## src/rtl/memory_controller.sv

```systemverilog
// Single-port RAM sequencer: latches one CPU request, range-checks it, and runs the
// matching write or read/capture sequence against a synchronous RAM before a one-cycle ack.
module memory_controller #(
   parameter int ADDR_BITS  = 9,
   parameter int DATA_WIDTH = 32
) (
   input  logic                  clock,
   input  logic                  clear,
   input  logic                  req,
   input  logic                  we,
   input  logic [31:0]           addr,
   input  logic [DATA_WIDTH-1:0] wdata,
   output logic                  ack,
   output logic                  err,
   output logic                  busy,
   output logic [DATA_WIDTH-1:0] rdata,
   output logic [ADDR_BITS-1:0]  ram_addr,
   output logic [DATA_WIDTH-1:0] ram_d,
   output logic                  ram_read,
   output logic                  ram_write,
   input  logic [DATA_WIDTH-1:0] ram_q,
   output logic [2:0]            dbg_state
);

   typedef enum logic [2:0] {
      IDLE    = 3'd0,
      WRITE   = 3'd1,
      READ    = 3'd2,
      CAPTURE = 3'd3,
      ACK     = 3'd4
   } state_t;

   state_t                state, state_next;
   logic [ADDR_BITS-1:0]  addr_q;
   logic [DATA_WIDTH-1:0] wdata_q;
   logic                  we_q;
   logic                  err_q;
   logic                  out_of_range;

   // Any set bit above the RAM word range rejects the request.
   assign out_of_range = (addr[31:ADDR_BITS] != '0);

   always_ff @(posedge clock or posedge clear) begin
      if (clear) begin
         state <= IDLE;
      end else begin
         state <= state_next;
      end
   end

   always_ff @(posedge clock or posedge clear) begin
      if (clear) begin
         addr_q  <= '0;
         wdata_q <= '0;
         we_q    <= 1'b0;
         err_q   <= 1'b0;
         rdata   <= '0;
      end else begin
         if (state == IDLE && req) begin
            addr_q  <= addr[ADDR_BITS-1:0];
            wdata_q <= wdata;
            we_q    <= we;
            err_q   <= out_of_range;
         end
         if (state == CAPTURE) begin
            rdata <= ram_q;
         end
      end
   end

   always_comb begin
      state_next = state;
      case (state)
         IDLE: begin
            if (req) begin
               if (out_of_range) state_next = ACK;
               else if (we)      state_next = WRITE;
               else              state_next = READ;
            end
         end
         WRITE:   state_next = ACK;
         READ:    state_next = CAPTURE;
         CAPTURE: state_next = ACK;
         ACK:     state_next = IDLE;
         default: state_next = IDLE;
      endcase
   end

   // RAM strobes come from state; the latched direction only guards against a corrupt state.
   assign ram_write = (state == WRITE) && we_q;
   assign ram_read  = (state == READ) && !we_q;
   assign ram_addr  = addr_q;
   assign ram_d     = wdata_q;
   assign ack       = (state == ACK);
   assign err       = (state == ACK) && err_q;
   assign busy      = (state != IDLE);
   assign dbg_state = state;

endmodule

```

## config.mk

```make
export PLATFORM = sky130hd
export DESIGN_NAME = memory_controller
export DESIGN_NICKNAME = d
export VERILOG_FILES = /design/src/rtl/memory_controller.sv
export SDC_FILE = /design/constraint.sdc
export NUM_CORES = 1
export LEC_CHECK = 0
export BUFFER_PORTS_ARGS = -buffer_cell sky130_fd_sc_hd__buf_4
export CAP_MARGIN = 0
export CORE_ASPECT_RATIO = 1.4
export CORE_UTILIZATION = 43
export CTS_CLUSTER_DIAMETER = 30
export DETAILED_ROUTE_END_ITERATION = 6
export PLACE_DENSITY = 0.79
export RECOVER_POWER = 25
export SLEW_MARGIN = 20
export SYNTH_ARGS = -nofsm -noshare
export SYNTH_HDL_FRONTEND = slang
export SYNTH_SLANG_ARGS = --single-unit
```

## constraint.sdc

```tcl
create_clock -name clock -period 2.92 [get_ports clock]
set_input_delay 0.73 -clock clock [delete_from_list [all_inputs] [get_ports clock]]
set_output_delay 0.73 -clock clock [all_outputs]
set_load 0.05 [all_outputs]
```

==> flow_metrics.tcl, run 1 <==
set metrics [dict create \
    nNetsFinal 478 \
    track_usage_pct 20.97 \
    firstDrtPassIters 4 \
    crit_required_ns 2.19 \
    fmax_ghz 0.4582 \
    syn_avg_cell_area_um2 15.96 \
    cts_tree "built" \
    syn_area_mm2 0.003049 \
    wire_per_inst_um 15.38 \
    setup_violations 0 \
    synth_sequential_area_ratio_pct 64.01 \
    routed_wl_um 7288 \
    period_needed_ns 2.182 \
    fp.dieW_um 73.17 \
    rsz0062_at_grt "false" \
    cts_sinks 78 \
    cp_slowest_cell "dfrtp_1" \
    start_util_pct 45.51 \
    gp_congestion 0.7351 \
    ioPinCount 181 \
    stdcell_count 474 \
    synth.distinct_cells 25 \
    cts_resized 0 \
    cp_cell_sequence "nor3b_2 > and2_1 > buf_4" \
    rows 35 \
    cp.arrival_ns 1.45 \
    antenna_found_initial 0 \
    area_growth_pct 54.86 \
    hold_buffers 0 \
    vias 2315 \
    core_mm2 0.006700 \
    syn_nets 291 \
    detail-route-antenna-nets 0 \
    tns_ns 0 \
    grt_pass1_wl_um 11470 \
    utilization_pct 70.48 \
    async_flop_share_pct 100.0 \
    drt_iter0_drc 63 \
    crit_path_start_kind "flop" \
    grt_start_max_net_pins 46 \
    die_area_mm2 0.007437 \
    crit_path_end_kind "primary output" \
    worst_pin_slew_ns 1.065 \
    max_stage_delay_ns 0.50 \
    worstHoldPathType "flop to flop" \
    synthCells 191 \
    peakVddDrop_uv 351.5 \
    dpl.hpwl_um 5551 \
    clockRootBuffer "clkbuf_8" \
    num_antenna_cells 0 \
    fin_worst_skew_ns 0.008865 \
    p_leak_nw 2.276 \
    hold_viol 0 \
    clock_path_buffers 2 \
    synth_ff_type "dfrtp_1" \
    ys_ff_latch 78 \
    p_per_area_mw_per_mm2 665.7 \
    critPathKind "flop to primary output" \
    placement.io_buffers 180 \
    slew_viol_final 0 \
    drive_gt1_share_pct 70.94 \
    numCtsBuffers 9 \
    fill_cells 519 \
    cts_setup_buffers 0 \
    r2r_setup_slack_ns 1.09 \
    slew-limit-headroom_pct 28.92 \
    clock_latency_ns 0.34 \
    grt-ovfl-total 0 \
    viasPerCell 4.884 \
    status "completed" \
    path_clk_slew_ns 0.07 \
    placedCellCount 459 \
    crit_fanout 8 \
    h-tree-depth 3 \
    drcViolationCount 0 \
    die_h_um 101.6 \
    yosysWarnings 0 \
    synth_edf_count 0 \
    period_share_pct 74.74 \
    grt_pass1_vias 2415 \
    drv_cap 0 \
]
[cell families (layout without fill, tap and decap cells)]
family,after synthesis,after routing,share of synthesized area [%]
buffers and inverters,9,200,2.503
muxes,74,74,27.33
DFF,78,78,64.01
and+or+nand+nor,26,26,5.294
AOI/OAI and AO/OA,4,4,0.8615
[where the power goes]
group	leakage (nW)	switching [mW]	internal, mW
logic	1.24	0.589	0.342
clock network	0.119	0.361	0.586
registers	0.913	0.0650	1.20
total	2.28	1.02	2.13
[Yosys cell counts, types with 2 or more instances]
library cell	instances	share of area, %
dfrtp_1	78	64
mux2_2	68	25
mux2_1	6	2.2
buf_6	4	1.5
nor2_1	4	0.49
buf_4	3	0.74
nand2_1	3	0.37
nor3_1	3	0.49
nor4_1	3	0.62
nor4b_1	2	0.57
o31ai_1	2	0.49
or4_4	2	0.74
[layout by cell type (no fill, tap or decap)]
master	Yosys	layout
nor4_1	3	3
or3_1	1	1
buf_4	3	181
inv_1	1	1
nor3_1	3	3
clkbuf_2	0	2
and4_1	1	1
clkbuf_8	0	10
nand4_1	1	1
mux2_2	68	68
or4_4	2	2
clkinv_2	0	1
o31ai_1	2	2
nor3b_2	0	1
mux2_1	6	6
dfrtp_1	78	78
nor4b_2	0	2
bufinv_16	0	3
clkbuf_1	0	1
nand3_1	1	1
nand3b_1	1	1
or2_1	1	1
and2_1	1	1
and2b_1	1	1
a31oi_1	1	1
nor2_1	4	4
a21oi_1	1	1
nand2_1	3	3
clkbuf_4	0	1
[sequential cells by signal (all words and copies together) (netlist names)]
signal,count
we_q,1
rdata,32
ram_d,32
ram_addr,9
err_q,1
dbg_state,3
[stage by stage]
step	area, um2	hold slack (ns)	setup slack, ns	power [mW]
final	4722	0.4928	0.7377	3.144
after global routing	4722	0.5196	0.6362	3.277
after CTS	4727	0.4602	0.7230	3.180
after detailed placement	4491	0.4835	0.8457	2.228
after global placement	4491	0.4749	0.8887	2.209
after floorplan	3060	0.5102	0.1683	1.876
[worst max-delay path: cells and delay by family, from the launching register on]
| family | cells | cell delay, ns |
|---|---|---|
| buffers and inverters | 1 | 0.19 |
| AND/OR/NAND/NOR | 2 | 0.43 |
| flip-flops | 1 | 0.50 |
[worst paths after layout]
path,from,to,cells past startpoint
max in group asynchronous,clear,rdata[0],3
worst min register to register,rdata[15],rdata[15],1
worst max register to register,dbg_state[2],ram_d[13],3
worst min-delay path,rdata[15],rdata[15],1
min in group asynchronous,clear,rdata[29],2
worst max-delay path,dbg_state[2],err,3
[layout make-up]
type | instances | area, um2 | area share, %
Inverter | 1 | 3.754 | 0.07949
Tap cell | 92 | 115.1 | 2.438
Clock buffer | 11 | 141.4 | 2.994
Timing Repair Buffer | 184 | 1376 | 29.15
Sequential cell | 78 | 1952 | 41.34
Clock inverter | 4 | 95.09 | 2.014
Multi-Input combinational cell | 104 | 1039 | 21.99
[routing by layer]
| metal | vias to the layer above | track usage, % | part of all wire [%] |
|---|---|---|---|
| met5 | - | 0 | 0 |
| met3 | 20 | 3.682 | 5.9 |
| met1 | 1124 | 22.00 | 34 |
| met4 | 0 | 12.67 | 3.5 |
| li1 | 1060 | - | - |
| met2 | 111 | 38.32 | 56 |
(Power assumes the default switching activity.)
==> run 2, diff against run 1 <==
- clock period: 2.92 -> 2.05 ns (I/O delays scaled with it)
==> run 2 against run 1 <==
  * Utilization fell by 0.34 points
  * Sequential cell count did not move
  * Largest power group unchanged
  * Register-to-register slack got worse by 0.72 ns
  * Wire length fell by 0.33%
  * Worst hold slack got worse by 0.19 ns
  * Clock-buffer cell count rose by 1
  * Global-route usage fell by 0.47 points
  * Critical path depth did not move
  * Worst setup slack got worse by 0.63 ns
==> flow_metrics.tcl, run 2 (same netlist as run 1, synthesis figures left out) <==
set metrics [dict create \
    status "completed" \
    viasPerCell 4.808 \
    worst_pin_slew_ns 0.9970 \
    cp.arrival_ns 1.43 \
    layout_commonest_cell "buf_4" \
    critPathTopFamily "flip-flops" \
    numCtsBuffers 9 \
    slew-limit-headroom_pct 33.53 \
    p_leak_nw 2.239 \
    routed_wl_um 7264 \
    gp_congestion 0.7755 \
    rows 35 \
    detail-route-antenna-nets 0 \
    p_seq_share_pct 43.5 \
    clockRootBuffer "clkbuf_8" \
    path_buf_inv 1 \
    nNetsFinal 478 \
    grt_pass1_wl_um 11110 \
    pwr-share-clk_pct 24.5 \
    wire_per_inst_um 15.29 \
    register_area_mm2 0.001953 \
    place_area_mm2 0.004543 \
    start_util_pct 45.51 \
    core_mm2 0.006700 \
    stdcell_count 475 \
    worst_slack_ns 0.1113 \
    grt_pass1_vias 2395 \
    fin_worst_skew_ns 0.01047 \
    placement.io_buffers 180 \
    drv_cap 0 \
    fmax_ghz 0.5158 \
    die_area_mm2 0.007437 \
    crit_path_start_kind "flop" \
    dpl.hpwl_um 5669 \
    cp_cell_sequence "nor3b_4 > and2_1 > buf_4" \
    vias 2284 \
    p_switching_mw 1.467 \
    max_stage_delay_ns 0.50 \
    ioPinCount 181 \
    grt_start_max_net_pins 47 \
    period_needed_ns 1.939 \
    num_antenna_cells 0 \
    hold_buffers 0 \
    track_usage_pct 20.50 \
    p_total_mw 4.147 \
    crit_required_ns 1.54 \
    critPathKind "flop to primary output" \
    die_h_um 101.6 \
    p_int_mw 2.680 \
    cts_tree "built" \
    hold_viol 0 \
    h-tree-depth 3 \
    placedCellCount 459 \
    combinationalPowerShare_pct 32.1 \
    fp.dieW_um 73.17 \
    area_growth_pct 54.12 \
    rsz0062_at_grt "false" \
    firstDrtPassIters 4 \
    crit_fanout 8 \
    pre_cts_slack_ns 0.2891 \
    period_share_pct 94.57 \
    setup_violations 0 \
    switching_share_pct 35.37 \
    final_cell_area_mm2 0.004700 \
    multi_input_area_mm2 0.001050 \
    drt_iter0_drc 96 \
    fill_cells 523 \
    clock_path_buffers 2 \
    grt-ovfl-total 0 \
    worstHoldPathType "input port to async pin" \
    drcViolationCount 0 \
    cts_sinks 78 \
    slew_viol_final 0 \
    path_clk_slew_ns 0.08 \
    antenna_found_initial 0 \
    peakVddDrop_uv 591.7 \
    p_per_area_mw_per_mm2 882.4 \
    crit_path_end_kind "primary output" \
    drive_gt1_share_pct 71.28 \
    clock_latency_ns 0.34 \
    cp_slowest_cell "dfrtp_1" \
    final_cell_mix "buf_4, dfrtp_1, mux2_2" \
]
-- run 2: power groups by stage --
stage	clock network, mW	logic (mW)	registers (mW)
after floorplan	0	0.242	2.43
after global placement	0	1.33	1.82
after detailed placement	0	1.35	1.83
after CTS	1.05	1.35	1.80
after global routing	1.12	1.38	1.83
final	1.01	1.33	1.80
-- run 2: metal layers --
| layer | track usage [%] | up-vias | wire length [um] |
|---|---|---|---|
| li1 | - | 1058 | - |
| met1 | 20.72 | 1094 | 2452 |
| met2 | 36.32 | 111 | 4023 |
| met3 | 6.468 | 21 | 510 |
| met4 | 12.22 | 0 | 278 |
| met5 | 0 | - | 0 |
-- run 2: what timing repair did --
action                     4_1_cts  5_1_grt
setup buffers                    0        0
gates resized for setup          0        1
setup endpoints to repair        0        1
-- run 2: worst reg2reg max path, cell delays in order (launching register included) --
cell     delay (ns)
dfrtp_1        0.50
nor4b_2        0.39
buf_12         0.29
mux2_2         0.39
-- run 2: path summary, 6_finish.rpt --
kind / start / endpoint / cells after the start / slack, ns
setup / recovery: dbg_state[1] / err / 3 / 0.11
hold reg to reg: ram_d[21] / ram_d[21] / 1 / 0.49
setup reg to reg: dbg_state[1] / ram_d[22] / 3 / 0.37
max in group asynchronous: clear / ram_d[31] / 3 / 0.31
min in group clock: wdata[21] / ram_d[21] / 2 / 0.39
hold / removal: clear / ram_d[0] / 2 / 0.30
-- run 2: through the flow --
step,hold WS (ns),setup TNS [ns],utilization [%]
after floorplan,0.5102,-0.5252,-
after CTS,0.1812,0,70.44
after global placement,0.4787,0,67.81
after global routing,0.3180,0,70.14
final,0.3018,0,70.14
after detailed placement,0.4770,0,67.81
-- run 2: layout make-up --
type / instances / share of cell area, %
multi-input combinational: 104 / 22.34
timing repair buffer: 184 / 29.79
sequential: 78 / 41.56
clock buffer: 12 / 3.088
clock inverter: 4 / 0.6656
inverter: 1 / 0.1065
tap: 92 / 2.449
==> run 3, diff against run 2 <==
- ABC_AREA: not set -> 1
- CORE_UTILIZATION: 43 -> 44
- PLACE_DENSITY: 0.79 -> 0.8
==> run 3 against run 2 <==
  * Via count increased by 19%
  * Worst setup slack better by 0.013 ns
  * Wire length rose by 11%
  * Clock-buffer cell count down 3
  * Clock power is 33% higher
  * Synthesized area grew 6.2%
  * Non-clock buffer count did not move
  * Final cell count increased by 22%
  * Worst hold slack gained 0.059 ns
  * Sequential power increased by 28%
  * Largest cell class unchanged
==> flow_metrics.tcl, run 3 <==
set metrics [dict create \
    status "completed" \
    post-synth-top-count-cell "nand2_1" \
    pre_cts_slack_ns 0.3798 \
    antenna_found_initial 0 \
    synth_ff_type "dfrtp_1" \
    placement.io_buffers 180 \
    cts_sinks 78 \
    multi_input_area_mm2 0.001172 \
    max_stage_delay_ns 0.50 \
    vias 2716 \
    grt-ovfl-total 0 \
    drv_cap 0 \
    die_h_um 103.5 \
    routed_wl_um 8053 \
    clock_path_buffers 2 \
    yosys.area.top_type "dfrtp_1" \
    whs_path_depth 3 \
    r2r_end "rdata[25]" \
    cp_slowest_cell "dfrtp_1" \
    clockRootBuffer "clkbuf_8" \
    cp.arrival_ns 1.41 \
    stdcell_count 579 \
    fmax_ghz 0.5192 \
    yosysWarnings 0 \
    drcViolationCount 0 \
    numCtsBuffers 9 \
    tns_ns 0 \
    detail-route-antenna-nets 0 \
    routed.top_layer "met4" \
    syn_area_mm2 0.003237 \
    wire_per_inst_um 13.91 \
    p_total_mw 7.194 \
    path_buf_inv 1 \
    peakVddDrop_uv 884.3 \
    rows 36 \
    nNetsFinal 579 \
    cts_setup_buffers 0 \
    area_growth_pct 51.30 \
    min_from "wdata[17]" \
    p_leak_nw 2.714 \
    layout_commonest_cell "buf_4" \
    drive_gt1_share_pct 50.00 \
    ys_ff_latch 78 \
    r2r_setup_slack_ns 0.41 \
    cts_resized 1 \
    firstDrtPassIters 4 \
    worst_pin_slew_ns 1.364 \
    viasPerCell 4.691 \
    drt_iter0_drc 112 \
    grt_pass1_wl_um 12280 \
    synth_edf_count 0 \
    placedCellCount 563 \
    hold_buffers 0 \
    setup_violations 0 \
    synth.distinct_cells 21 \
    whs_endpoint "ram_d[17]" \
    final_cell_mix "buf_4, nand2_1, dfrtp_1" \
    crit_fanout 7 \
    clock_latency_ns 0.34 \
    worst_slack_ns 0.1239 \
    critPathKind "flop to primary output" \
    fp.dieW_um 74.49 \
    utilization_pct 69.69 \
    wl_met2_um 4046 \
    syn_avg_cell_area_um2 10.97 \
    synth_sequential_area_ratio_pct 60.30 \
    hold_viol 0 \
    wl_met1_um 3162 \
    path_clk_slew_ns 0.08 \
    dr_wl_met3_um 638 \
    worstHoldPathType "input port to flop" \
    period_share_pct 93.96 \
    slew-limit-headroom_pct 9.060 \
    dpl.hpwl_um 5951 \
    p_per_area_mw_per_mm2 1469 \
    async_flop_share_pct 100.0 \
    core_mm2 0.007027 \
    critPathTopFamily "flip-flops" \
    grt_pass1_vias 2615 \
    gp_congestion 0.6944 \
    r2r_start "dbg_state[1]" \
    track_usage_pct 21.39 \
    netlist_top_cells_area "dfrtp_1, nand2_1, mux2_4" \
    h-tree-depth 3 \
    register_area_mm2 0.001952 \
    num_antenna_cells 0 \
    rsz0062_at_grt "false" \
    die_area_mm2 0.007709 \
    crit_required_ns 1.54 \
    ioPinCount 181 \
    fin_worst_skew_ns 0.007008 \
    ff2ff_path_depth 3 \
    crit_path_end_kind "primary output" \
    slew_viol_final 0 \
    cts_tree "built" \
    period_needed_ns 1.926 \
    syn_nets 395 \
    start_util_pct 46.06 \
    synth_common_cells "nand2_1, dfrtp_1, mux2_4" \
    yosysTopAreaCellShare_pct 60.30 \
    fill_cells 567 \
    synthCells 295 \
    crit_path_start_kind "flop" \
    grt_start_max_net_pins 53 \
    cp_cell_sequence "nor4_2 > buf_4" \
]
==> run 3: logic make-up after synthesis <==
logic type	after synthesis	synth area share, %
flip-flops	78	60.30
multiplexers	32	14.61
AND/OR/NAND/NOR	162	20.06
buffers and inverters	18	4.252
AO/OA/AOI/OAI	5	0.7730
==> run 3: report_power, final <==
| group | leakage [nW] | internal [mW] | switching (mW) |
|---|---|---|---|
| sequential | 0.941 | 2.02 | 0.280 |
| clock | 0.119 | 0.802 | 0.540 |
| combinational | 1.65 | 1.04 | 2.52 |
==> run 3: worst max path at each step <==
| stage | endpoint | cells after the start | slack (ns) | startpoint |
|---|---|---|---|---|
| detailed placement | rdata[13] | 4 | 0.38 | dbg_state[2] |
| CTS | err | 2 | 0.1 | dbg_state[1] |
| finish | err | 2 | 0.12 | dbg_state[1] |
| global route | ram_read | 3 | 0.01 | dbg_state[1] |
| global placement | ram_write | 4 | 0.44 | dbg_state[2] |
| floorplan | err | 2 | -0.29 | dbg_state[2] |
==> run 3: through the flow <==
step           hold WS (ns)  area [um2]
2_1_floorplan        0.4948        3266
3_3_place_gp         0.4643        4682
5_1_grt              0.3469        4897
6_report             0.3611        4897
4_1_cts              0.2449        4918
3_5_place_dp         0.4660        4682
==> run 3: final cells by class <==
| cell class | count | share of cell area (%) |
|---|---|---|
| sequential | 78 | 39.86 |
| timing repair buffer | 184 | 28.33 |
| multi-input combinational | 199 | 23.94 |
| clock buffer | 9 | 2.529 |
| tap | 95 | 2.427 |
| clock inverter | 7 | 2.299 |
| inverter | 7 | 0.6132 |
==> run 3: metal layers <==
layer / vias to the layer above / GRT usage, %
met5: - / 0
met4: 0 / 11.32
met3: 16 / 5.620
met2: 122 / 35.00
met1: 1276 / 25.60
li1: 1302 / -
==> run 3: worst min-delay path, cell delays in order <==
cell and delay (ns):
buf_4 0.07, nand2_1 0.04, nand2_1 0.04
